$ cat src/rtl/cardinal_nic_pkg.sv
// Shared constants for the cardinal NIC: register map, default width and packet field layout.
package cardinal_nic_pkg;

  localparam int NIC_DATA_W = 64;

  localparam logic [1:0] NIC_ADDR_IN_BUF   = 2'b00;
  localparam logic [1:0] NIC_ADDR_IN_STAT  = 2'b01;
  localparam logic [1:0] NIC_ADDR_OUT_BUF  = 2'b10;
  localparam logic [1:0] NIC_ADDR_OUT_STAT = 2'b11;

  // Packet fields use big-endian numbering: bit 0 is the MSB.
  localparam int PKT_VC_BIT      = 0;
  localparam int PKT_DIR_BIT     = 1;
  localparam int PKT_HOP_FIRST   = 8;
  localparam int PKT_HOP_LAST    = 15;
  localparam int PKT_SRC_FIRST   = 16;
  localparam int PKT_SRC_LAST    = 31;
  localparam int PKT_PAY_FIRST   = 32;
  localparam int PKT_PAY_LAST    = 63;

  function automatic logic nic_hit(input logic en, input logic wr, input logic [1:0] addr,
                                   input logic [1:0] sel, input logic want_wr);
    return en && (wr == want_wr) && (addr == sel);
  endfunction

endpackage

$ cat src/rtl/nic_channel_buffer.sv
// Single-entry packet buffer with a full flag; load is honoured only while empty.
module nic_channel_buffer
  import cardinal_nic_pkg::*;
#(
  parameter int W = NIC_DATA_W
) (
  input  logic         clk,
  input  logic         reset,
  input  logic         load,
  input  logic         unload,
  input  logic [0:W-1] load_data,
  output logic         full,
  output logic [0:W-1] data
);

  logic         full_d, full_q;
  logic [0:W-1] data_d, data_q;

  // Next-state: capture when empty, release on unload.
  always_comb begin
    full_d = full_q;
    data_d = data_q;
    if (load && !full_q) begin
      full_d = 1'b1;
      data_d = load_data;
    end else if (unload) begin
      full_d = 1'b0;
    end else begin
      full_d = full_q;
    end
  end

  // Buffer state register.
  always_ff @(posedge clk or posedge reset) begin
    if (reset) begin
      full_q <= 1'b0;
      data_q <= '0;
    end else begin
      full_q <= full_d;
      data_q <= data_d;
    end
  end

  assign full = full_q;
  assign data = data_q;

endmodule

$ cat src/rtl/cardinal_nic.sv
// Cardinal ring NIC: processor register port plus router inject/eject handshakes.
// Optional macro CARDINAL_NIC_POLARITY_EN gates injection on VC bit vs. ring polarity.
module cardinal_nic
  import cardinal_nic_pkg::*;
#(
  parameter int DATA_W = NIC_DATA_W,
  parameter int VC_BIT = PKT_VC_BIT
) (
  input  logic              clk,
  input  logic              reset,
  input  logic [0:1]        addr,
  input  logic [0:DATA_W-1] d_in,
  output logic [0:DATA_W-1] d_out,
  input  logic              nicEn,
  input  logic              nicWrEn,
  output logic              net_so,
  input  logic              net_ro,
  output logic [0:DATA_W-1] net_do,
  input  logic              net_polarity,
  input  logic              net_si,
  output logic              net_ri,
  input  logic [0:DATA_W-1] net_di
);

  logic              out_full_s, in_full_s;
  logic [0:DATA_W-1] out_data_s, in_data_s;
  logic              wr_out_s, rd_in_s, pol_ok_s;

  assign wr_out_s = nic_hit(nicEn, nicWrEn, addr, NIC_ADDR_OUT_BUF, 1'b1);
  assign rd_in_s  = nic_hit(nicEn, nicWrEn, addr, NIC_ADDR_IN_BUF, 1'b0) && in_full_s;

`ifdef CARDINAL_NIC_POLARITY_EN
  assign pol_ok_s = (out_data_s[VC_BIT] == net_polarity);
`else
  logic unused_polarity_s;
  assign unused_polarity_s = net_polarity;
  assign pol_ok_s = 1'b1;
`endif

  assign net_so = out_full_s && net_ro && pol_ok_s;
  assign net_do = out_data_s;
  assign net_ri = ~in_full_s;

  nic_channel_buffer #(.W(DATA_W)) u_out_buf (
    .clk       (clk),
    .reset     (reset),
    .load      (wr_out_s),
    .unload    (net_so),
    .load_data (d_in),
    .full      (out_full_s),
    .data      (out_data_s)
  );

  // Capture only when empty, so a read-clear and a new arrival never collide.
  nic_channel_buffer #(.W(DATA_W)) u_in_buf (
    .clk       (clk),
    .reset     (reset),
    .load      (net_si && net_ri),
    .unload    (rd_in_s),
    .load_data (net_di),
    .full      (in_full_s),
    .data      (in_data_s)
  );

  // Read mux; status flags land in the last (least significant) bit.
  always_comb begin
    d_out = '0;
    if (nicEn && !nicWrEn) begin
      case (addr)
        NIC_ADDR_IN_BUF:   d_out = in_data_s;
        NIC_ADDR_IN_STAT:  d_out[DATA_W-1] = in_full_s;
        NIC_ADDR_OUT_BUF:  d_out = out_data_s;
        NIC_ADDR_OUT_STAT: d_out[DATA_W-1] = out_full_s;
        default:           d_out = '0;
      endcase
    end else begin
      d_out = '0;
    end
  end

endmodule

$ cat config.mk
export PLATFORM = sky130hd
export DESIGN_NAME = cardinal_nic
export DESIGN_NICKNAME = d
export VERILOG_FILES = /design/src/rtl/cardinal_nic_pkg.sv /design/src/rtl/nic_channel_buffer.sv /design/src/rtl/cardinal_nic.sv
export SDC_FILE = /design/constraint.sdc
export NUM_CORES = 1
export LEC_CHECK = 0
export BUFFER_PORTS_ARGS = -buffer_cell sky130_fd_sc_hd__clkbuf_2
export CORE_MARGIN = 3
export CORE_UTILIZATION = 50
export CTS_BUF_LIST = sky130_fd_sc_hd__clkbuf_16
export DETAILED_ROUTE_END_ITERATION = 12
export MAX_ROUTING_LAYER = met4
export PLACE_DENSITY = 0.86
export SLEW_MARGIN = 20
export SYNTH_ARGS = -nofsm -noshare
export SYNTH_HDL_FRONTEND = slang
export SYNTH_SLANG_ARGS = --single-unit
$ cat constraint.sdc
create_clock -name clk -period 6.6 [get_ports clk]
set_input_delay 1.32 -clock clk [delete_from_list [all_inputs] [get_ports clk]]
set_output_delay 1.32 -clock clk [all_outputs]
set_load 0.03 [all_outputs]
### Yosys cells after proc, flatten, opt, wreduce, memory -nomap -nowiden

Index checks and enable logic that the tools add are counted.

| storage, ports and cells | value |
|---|---|
| register bits | 130 |
| input bits | 137 |
| output and inout port bits | 130 |
| logic and storage cells | 32 |

| operators by class | value |
|---|---|
| equality and inequality tests | 3 |
| multiplexer cells | 7 |
| bitwise logic cells | 2 |
| reductions and logical operators | 16 |

Operator list:

| operator | count |
|---|---|
| case mux 63 bit (2 select lines) | 1 |
| two-way mux 64 bit | 1 |
| logical AND 1 bit | 10 |
| equality test 2 bit (second input constant) | 2 |
| two-way mux 1 bit | 4 |
| case mux 1 bit (4 select lines) | 1 |
| nonzero test 2 bit | 2 |
| zero test 1 bit | 3 |
| equality test 2 x 1 -> 1 bit (second input constant) | 1 |
| zero test 2 bit | 1 |
| NOT 1 bit | 2 |

### Logic depth before layout (Yosys ltp)

Gate-level depths: netlist of the first run.

| logic depth | value |
|---|---|
| depth in word-level cells | 6 |
| mapped depth | 5 |
| gate-level depth less buffers | 3 |

### Hierarchy

Synthesis of the first run repeated with hierarchy kept, for this count alone.

| unflattened totals | value |
|---|---|
| cell total of the unflattened synthesis | 431 |
| area total of the unflattened synthesis | 6578.8 sq um |

By module, submodules not included:

| module | instances | cells an instance | area each (sq um) |
|---|---|---|---|
| nic_channel_buffer | 2 | 140 | 2733.9 |
| cardinal_nic | 1 | 151 | 1111.1 |

### Least setup slack after synthesis of the first run

No wires, ideal clock.

| timing path | value |
|---|---|
| path kind | in2out |
| start | in nicWrEn |
| end | out d_out[10] (netlist bit) |
| data arrival time | 2.384 ns |
| data required time | 5.280 ns |
| path slack | 2.896 ns |
| cell stages on the path | 4 |
| path buffers | 1 |
| cells stage by stage | nand2b_1 -> nor3_2 -> buf_2 -> a22o_1 |

| on the way | value |
|---|---|
| word-level cells in the longest chain between the ends | 3 |

RTL lines:

| element | RTL line | source |
|---|---|---|
| start, declared | cardinal_nic.sv:15 | `input logic nicWrEn,` |
| zero test 1 bit | cardinal_nic.sv:68 | `if (nicEn && !nicWrEn) begin` |
| logical AND 1 bit | cardinal_nic.sv:68 |  |
| two-way mux 64 bit | cardinal_nic.sv:68 |  |
| end, declared | cardinal_nic.sv:13 | `output logic [0:DATA_W-1] d_out,` |

Every way passes these cells.

### Worst setup path after layout of the first run

| timing path | value |
|---|---|
| start | in addr[1] (netlist bit) |
| end | out d_out[16] (netlist bit) |

| on the way | value |
|---|---|
| word-level cells in the longest chain between the ends | 3 |
| elaborated cells between the ends (all ways) | 4 |
| those cells by class | eq/ne: 1; mux: 2; reduce/logical: 1 |

RTL lines:

| element | RTL line | source |
|---|---|---|
| start, declared | cardinal_nic.sv:11 | `input logic [0:1] addr,` |
| equality test 2 bit / zero test 2 bit (equally long branches) | cardinal_nic.sv:69 | `case (addr)` |
| case mux 63 bit (2 select lines) (*) | cardinal_nic.sv:69 |  |
| two-way mux 64 bit (*) | cardinal_nic.sv:68 |  |

Mark *: on every way between the ends. The rest lies on a longest branch, timed or not.

==> summary.txt, run 1 <==
STA
  – Relative slew slack: 25.66%
  – Worst Skew: 0.005014 ns
  – Min Hold Slack: 0.5058 ns
  – Final hold vios: 0
  – RSZ-0062 raised after global routing: no
  – Post-Route Setup TNS: 0 ns
  – Fin. max-slew vios: 0
  – Maximum clock rate: 216.1 MHz
  – Minimum clock period: 4.628 ns
  – Actual slew at the worst max-slew pin: 1.111 ns
  – Period utilisation layout: 70.13%
  – Setup-failing EPs final: 0

Drt
  – Iter 0 DRT Violations: 153
  – DRT antenna net count: 0
  – First-pass iteration count of the detailed router: 4
  – DR WL/cell: 19.18 µm
  – Final Routed Wirelength: 14860 µm
  – Avg Vias per Cell: 5.392
  – Via count: 4179
  – Drc violations: 0

Cells and area
  – Syn-to-layout area delta: 35.16%
  – Ant diodes: 0
  – Final instance area: 0.007512 mm²
  – Most frequent cells in the layout: clkbuf_2, dfrtp_1, mux2_2, a22o_1, mux2_1
  – Layout cell share with drive strength beyond 1: 59.94%
  – Commonest non-fill, non-tap cell in the layout: clkbuf_2
  – # nets final: 763
  – Fillers: 736
  – Finished Layout Cells: 775

Synth
  – Synthesized area: 0.005558 mm²
  – Synth warn: 0
  – Syn Nets: 499
  – Synth Instances: 362
  – Post-Syn Area per Cell: 15.35 µm²
  – Distinct cells, synth: 19
  – Sequential fraction of the synthesis area: 58.53%
  – Post-synthesis register bit count: 130

Clock network
  – Max clock buf depth: 2
  – Worst-path clk slew: 0.05 ns
  – Post-CTS Setup Bufs: 0
  – Clock Tree Root: clkbuf_16
  – H-tree Lvls: 4
  – CTS buffer count: 17
  – Clk_lat worst skew: 0.41 ns
  – Post-CTS Resized: 0
  – TritonCTS Sinks: 130
  – CTS tree: yes
  – Post-CTS Hold Buffers: 0

Critical path
  – Critical path class: in2out
  – Setup crit start: addr[1]
  – CP endpoint kind: primary output
  – CP Data Required Time: 5.28 ns
  – Worst EP arrival: 3.31 ns
  – Worst r2r src: u_in_buf.full$_DFFE_PP0P_
  – Worst setup SP type: input pin
  – R2r worst-path depth: 3
  – Crit-path max FO: 32
  – R2R setup slack: 4.32 ns
  – Worst flop-to-flop path endpoint: u_in_buf.data[48]$_DFFE_PP0P_
  – Critical Path End: d_out[16]

Hold path
  – Hold-critical path depth: 1
  – Hold path start: u_in_buf.data[55]$_DFFE_PP0P_
  – Worst hold path type: reg2reg

Placed design
  – Placed cell areas: 0.006938 mm²
  – RD Place Congestion: 0.8361
  – DP HPWL: 10580 µm
  – Port bufs: 265
  – Placed insts: 743

Die
  – IO Pins: 267
  – Initial core utilization: 52.66%
  – Row cnt: 37
  – Die W: 111.4 µm
  – Die Ht: 111.4 µm
  – Die area: 0.01242 mm²
  – Core Region: 0.01056 mm²

Global route
  – GRT Residual Overflow: 0
  – First-pass GRT wire length: 23650 µm
  – Total track usage: 24.85%
  – Largest net degree at the start of global routing: 70
  – Vias in the first global route: 4596
  – Initial antenna violation count: 0

Pwr
  – Clock power frac: 29.6%
  – Pint: 2069 µW
  – Share of power burned in registers: 41.9%
  – Max IR drop VDD: 0.0002143 V
  – Sw power: 1008 µW
  – Comb power frac: 28.5%
  – Leak: 0.003777 µW
  – Net Sw Frac: 32.77%
  – P per Cell Area: 409.6 mW/mm²

Job
  – # Max-Cap Violations: 0

Run status
  – Status: complete, no violations
-- kinds of logic after synthesis --
group,count (synthesis),share of synthesized area (%)
buffers and inverters,29,3.827
AO/OA/AOI/OAI,65,10.20
multiplexers,129,26.34
AND/OR/NAND/NOR,9,1.103
flip-flops,130,58.53
-- flip-flops by register name, indices dropped and copies added (netlist names) --
register,count
u_out_buf.full,1
u_in_buf.full,1
u_in_buf.data,64
u_out_buf.data,64
-- cell usage after synthesis --
library cell | instances | area (µm²)
a21o_1 | 1 | 7.510
a22o_1 | 63 | 551.8
and2_1 | 1 | 6.260
buf_12 | 4 | 80.08
buf_2 | 16 | 80.08
buf_6 | 1 | 11.26
buf_8 | 1 | 15.01
clkbuf_1 | 4 | 15.01
dfrtp_1 | 130 | 3253
inv_1 | 3 | 11.26
mux2_1 | 49 | 551.8
mux2_2 | 79 | 889.6
mux4_2 | 1 | 22.52
nand2_1 | 1 | 3.750
nand2b_1 | 2 | 12.51
nor2_2 | 1 | 6.260
nor2b_1 | 2 | 12.51
nor3_2 | 2 | 20.02
o21bai_1 | 1 | 7.510
-- worst max-delay path, cell delays in order --
cell	delay, ns
clkbuf_2	0.11
nand2b_1	0.23
nor2_4	0.70
buf_4	0.49
a22o_1	0.23
clkbuf_2	0.22
-- per-stage QoR --
stage | power [µW] | setup slack (ns) | utilization (%)
after floorplan | 1889 | 1.811 | -
after global placement | 2127 | 1.985 | 65.73
after detailed placement | 2180 | 1.978 | 65.73
after CTS | 3106 | 1.964 | 71.17
after global routing | 3230 | 1.837 | 71.17
final | 3077 | 1.972 | 71.17
-- metal layers --
layer | global-route usage (%) | share of wire, % | vias up | wire [µm]
met4 | 12.81 | 3.3 | 0 | 488
met2 | 42.94 | 53 | 176 | 7949
met1 | 26.82 | 38 | 2088 | 5589
met3 | 5.489 | 5.6 | 35 | 833
li1 | - | - | 1880 | -
met5 | - | 0 | - | 0
-- power groups by stage --
stage	logic, µW	registers, µW	clock network (µW)
final	877	1290	910
after global routing	931	1330	969
after CTS	889	1290	925
after detailed placement	881	1300	0
after global placement	852	1270	0
after floorplan	457	1430	0
-- worst min-delay path by stage --
stage                                          endpoint  slack [ns]
after CTS                 u_in_buf.data[61]$_DFFE_PP0P_        0.51
final                     u_in_buf.data[55]$_DFFE_PP0P_        0.51
after detailed placement  u_in_buf.data[61]$_DFFE_PP0P_        0.50
after global placement    u_in_buf.data[58]$_DFFE_PP0P_        0.49
after global routing      u_in_buf.data[55]$_DFFE_PP0P_        0.52
after floorplan           u_in_buf.data[63]$_DFFE_PP0P_        0.48
-- cell type report --
cell class	count	area (µm²)	area share, %
Sequential cell	130	3253	43.30
Multi-Input combinational cell	203	2117	28.18
Timing Repair Buffer	271	1384	18.42
Clock buffer	17	425.4	5.663
Tap cell	136	170.2	2.265
Clock inverter	15	148.9	1.982
Inverter	3	13.76	0.1832
Power figures use the tool's default switching activity.
==> inputs of run 2 (changes only) <==
- CORE_UTILIZATION: 50 -> 42
- PLACE_DENSITY: 0.86 -> 0.77
- clock period: 6.6 -> 4 ns (I/O delays scaled with it)
==> summary.txt, run 2 (synthesis results as in run 1) <==
Die
  – Initial core utilization: 43.51%
  – Row cnt: 41
  – Die W: 121.0 µm
  – IO Pins: 267
  – Die area: 0.01465 mm²
  – Die Ht: 121.0 µm
  – Core Region: 0.01277 mm²

Job
  – # Max-Cap Violations: 0

STA
  – Relative slew slack: 34.28%
  – Final hold vios: 0
  – Actual slew at the worst max-slew pin: 0.9858 ns
  – Worst Skew: 0.003169 ns
  – Period utilisation layout: 80.09%
  – Post-Route Setup TNS: 0 ns
  – Setup-failing EPs final: 0
  – Maximum clock rate: 312.1 MHz
  – Minimum clock period: 3.204 ns
  – RSZ-0062 raised after global routing: no
  – Fin. max-slew vios: 0

Global route
  – Largest net degree at the start of global routing: 78
  – Vias in the first global route: 4495
  – First-pass GRT wire length: 23200 µm
  – Total track usage: 21.15%
  – GRT Residual Overflow: 0
  – Initial antenna violation count: 0

Critical path
  – R2R setup slack: 2.03 ns
  – Crit-path max FO: 25
  – CP Data Required Time: 3.20 ns
  – Setup crit start: addr[1]
  – R2r worst-path depth: 3
  – CP endpoint kind: primary output
  – Worst setup SP type: input pin
  – Worst flop-to-flop path endpoint: u_in_buf.data[56]$_DFFE_PP0P_
  – Worst EP arrival: 2.40 ns
  – Worst r2r src: u_in_buf.full$_DFFE_PP0P_
  – Critical path class: in2out

Pwr
  – Clock power frac: 27.4%
  – Net Sw Frac: 33.19%
  – Max IR drop VDD: 0.0003923 V
  – Comb power frac: 29.3%
  – P per Cell Area: 653.3 mW/mm²
  – Sw power: 1631 µW
  – Leak: 0.003771 µW
  – Pint: 3282 µW
  – Share of power burned in registers: 43.2%

Placed design
  – Placed insts: 781
  – DP HPWL: 10300 µm
  – Port bufs: 265
  – RD Place Congestion: 0.7969
  – Placed cell areas: 0.007012 mm²

Hold path
  – Hold path start: u_in_buf.data[62]$_DFFE_PP0P_
  – Worst hold path type: reg2reg
  – Hold EP: u_in_buf.data[62]$_DFFE_PP0P_
  – Hold-critical path depth: 1

Drt
  – Via count: 4156
  – First-pass iteration count of the detailed router: 4
  – Avg Vias per Cell: 5.118
  – DRT antenna net count: 0
  – DR WL/cell: 17.74 µm
  – Final Routed Wirelength: 14400 µm
  – Iter 0 DRT Violations: 172
  – Drc violations: 0

Cells and area
  – Commonest non-fill, non-tap cell in the layout: clkbuf_2
  – # nets final: 765
  – Final instance area: 0.007521 mm²
  – Ant diodes: 0
  – Util after Layout: 58.88%
  – Most frequent cells in the layout: clkbuf_2, dfrtp_1, mux2_2, a22o_1, mux2_1
  – Finished Layout Cells: 812
  – Layout cell share with drive strength beyond 1: 59.38%
  – Syn-to-layout area delta: 35.32%
  – Register Area: 0.003253 mm²
  – Fillers: 1041
  – Area taken by multi-input logic gates: 0.002117 mm²

Clock network
  – CTS tree: yes
  – Max clock buf depth: 2
  – Worst-path clk slew: 0.05 ns
  – Post-CTS Hold Buffers: 0
  – CTS buffer count: 17
  – Post-CTS Setup Bufs: 0
  – Clock Tree Root: clkbuf_16
  – H-tree Lvls: 4
  – Post-CTS Resized: 0
  – Clk_lat worst skew: 0.41 ns
  – TritonCTS Sinks: 130

Run status
  – Status: complete, no violations
[run 2: cell types whose count changed in the layout (fill, tap and decap cells not counted), sizes merged]
cell      before  now
buf            6    8
clkinvlp       2    1
bufinv         3    1
inv            4    6
[run 2: power groups by stage]
| stage | logic (µW) | registers [µW] | clock network [µW] |
|---|---|---|---|
| 2_1_floorplan | 754 | 2360 | 0 |
| 3_3_place_gp | 1420 | 2110 | 0 |
| 3_5_place_dp | 1460 | 2140 | 0 |
| 4_1_cts | 1460 | 2130 | 1390 |
| 5_1_grt | 1540 | 2200 | 1450 |
| 6_report | 1440 | 2120 | 1350 |
[run 2: critical path, cell delays in order]
cell	delay, ns
clkbuf_2	0.12
nand2b_1	0.23
nor2_4	0.45
buf_4	0.38
a22o_1	0.20
clkbuf_2	0.21
[run 2: cell type report]
class	instances	share of cell area [%]
repair buffers	273	18.77
well taps	172	2.861
inverters	3	0.1996
clock buffers	17	5.656
clock inverters	14	1.115
flip-flops and latches	130	43.25
multi-input cells	203	28.15
[run 2: metal layers]
| layer | global-route usage (%) | wire, µm | up-vias |
|---|---|---|---|
| met2 | 36.44 | 7620 | 159 |
| li1 | - | - | 1886 |
| met3 | 4.848 | 829 | 22 |
| met1 | 23.83 | 5653 | 2089 |
| met5 | - | 0 | - |
| met4 | 8.569 | 298 | 0 |
[run 2: stage by stage]
step	worst slack [ns]	total power (µW)	hold slack [ns]
2_1_floorplan	1.336	3117	0.4759
3_3_place_gp	0.8323	3529	0.4896
3_5_place_dp	0.7982	3600	0.4985
4_1_cts	0.7929	4982	0.5103
5_1_grt	0.7020	5192	0.5141
6_report	0.7963	4913	0.5049
[run 2: worst max path at each step]
stage / endpoint / depth (start not counted)
2_1_floorplan: d_out[10] / 4
3_3_place_gp: d_out[50] / 6
3_5_place_dp: d_out[50] / 6
4_1_cts: d_out[50] / 6
5_1_grt: d_out[50] / 6
6_report: d_out[50] / 6
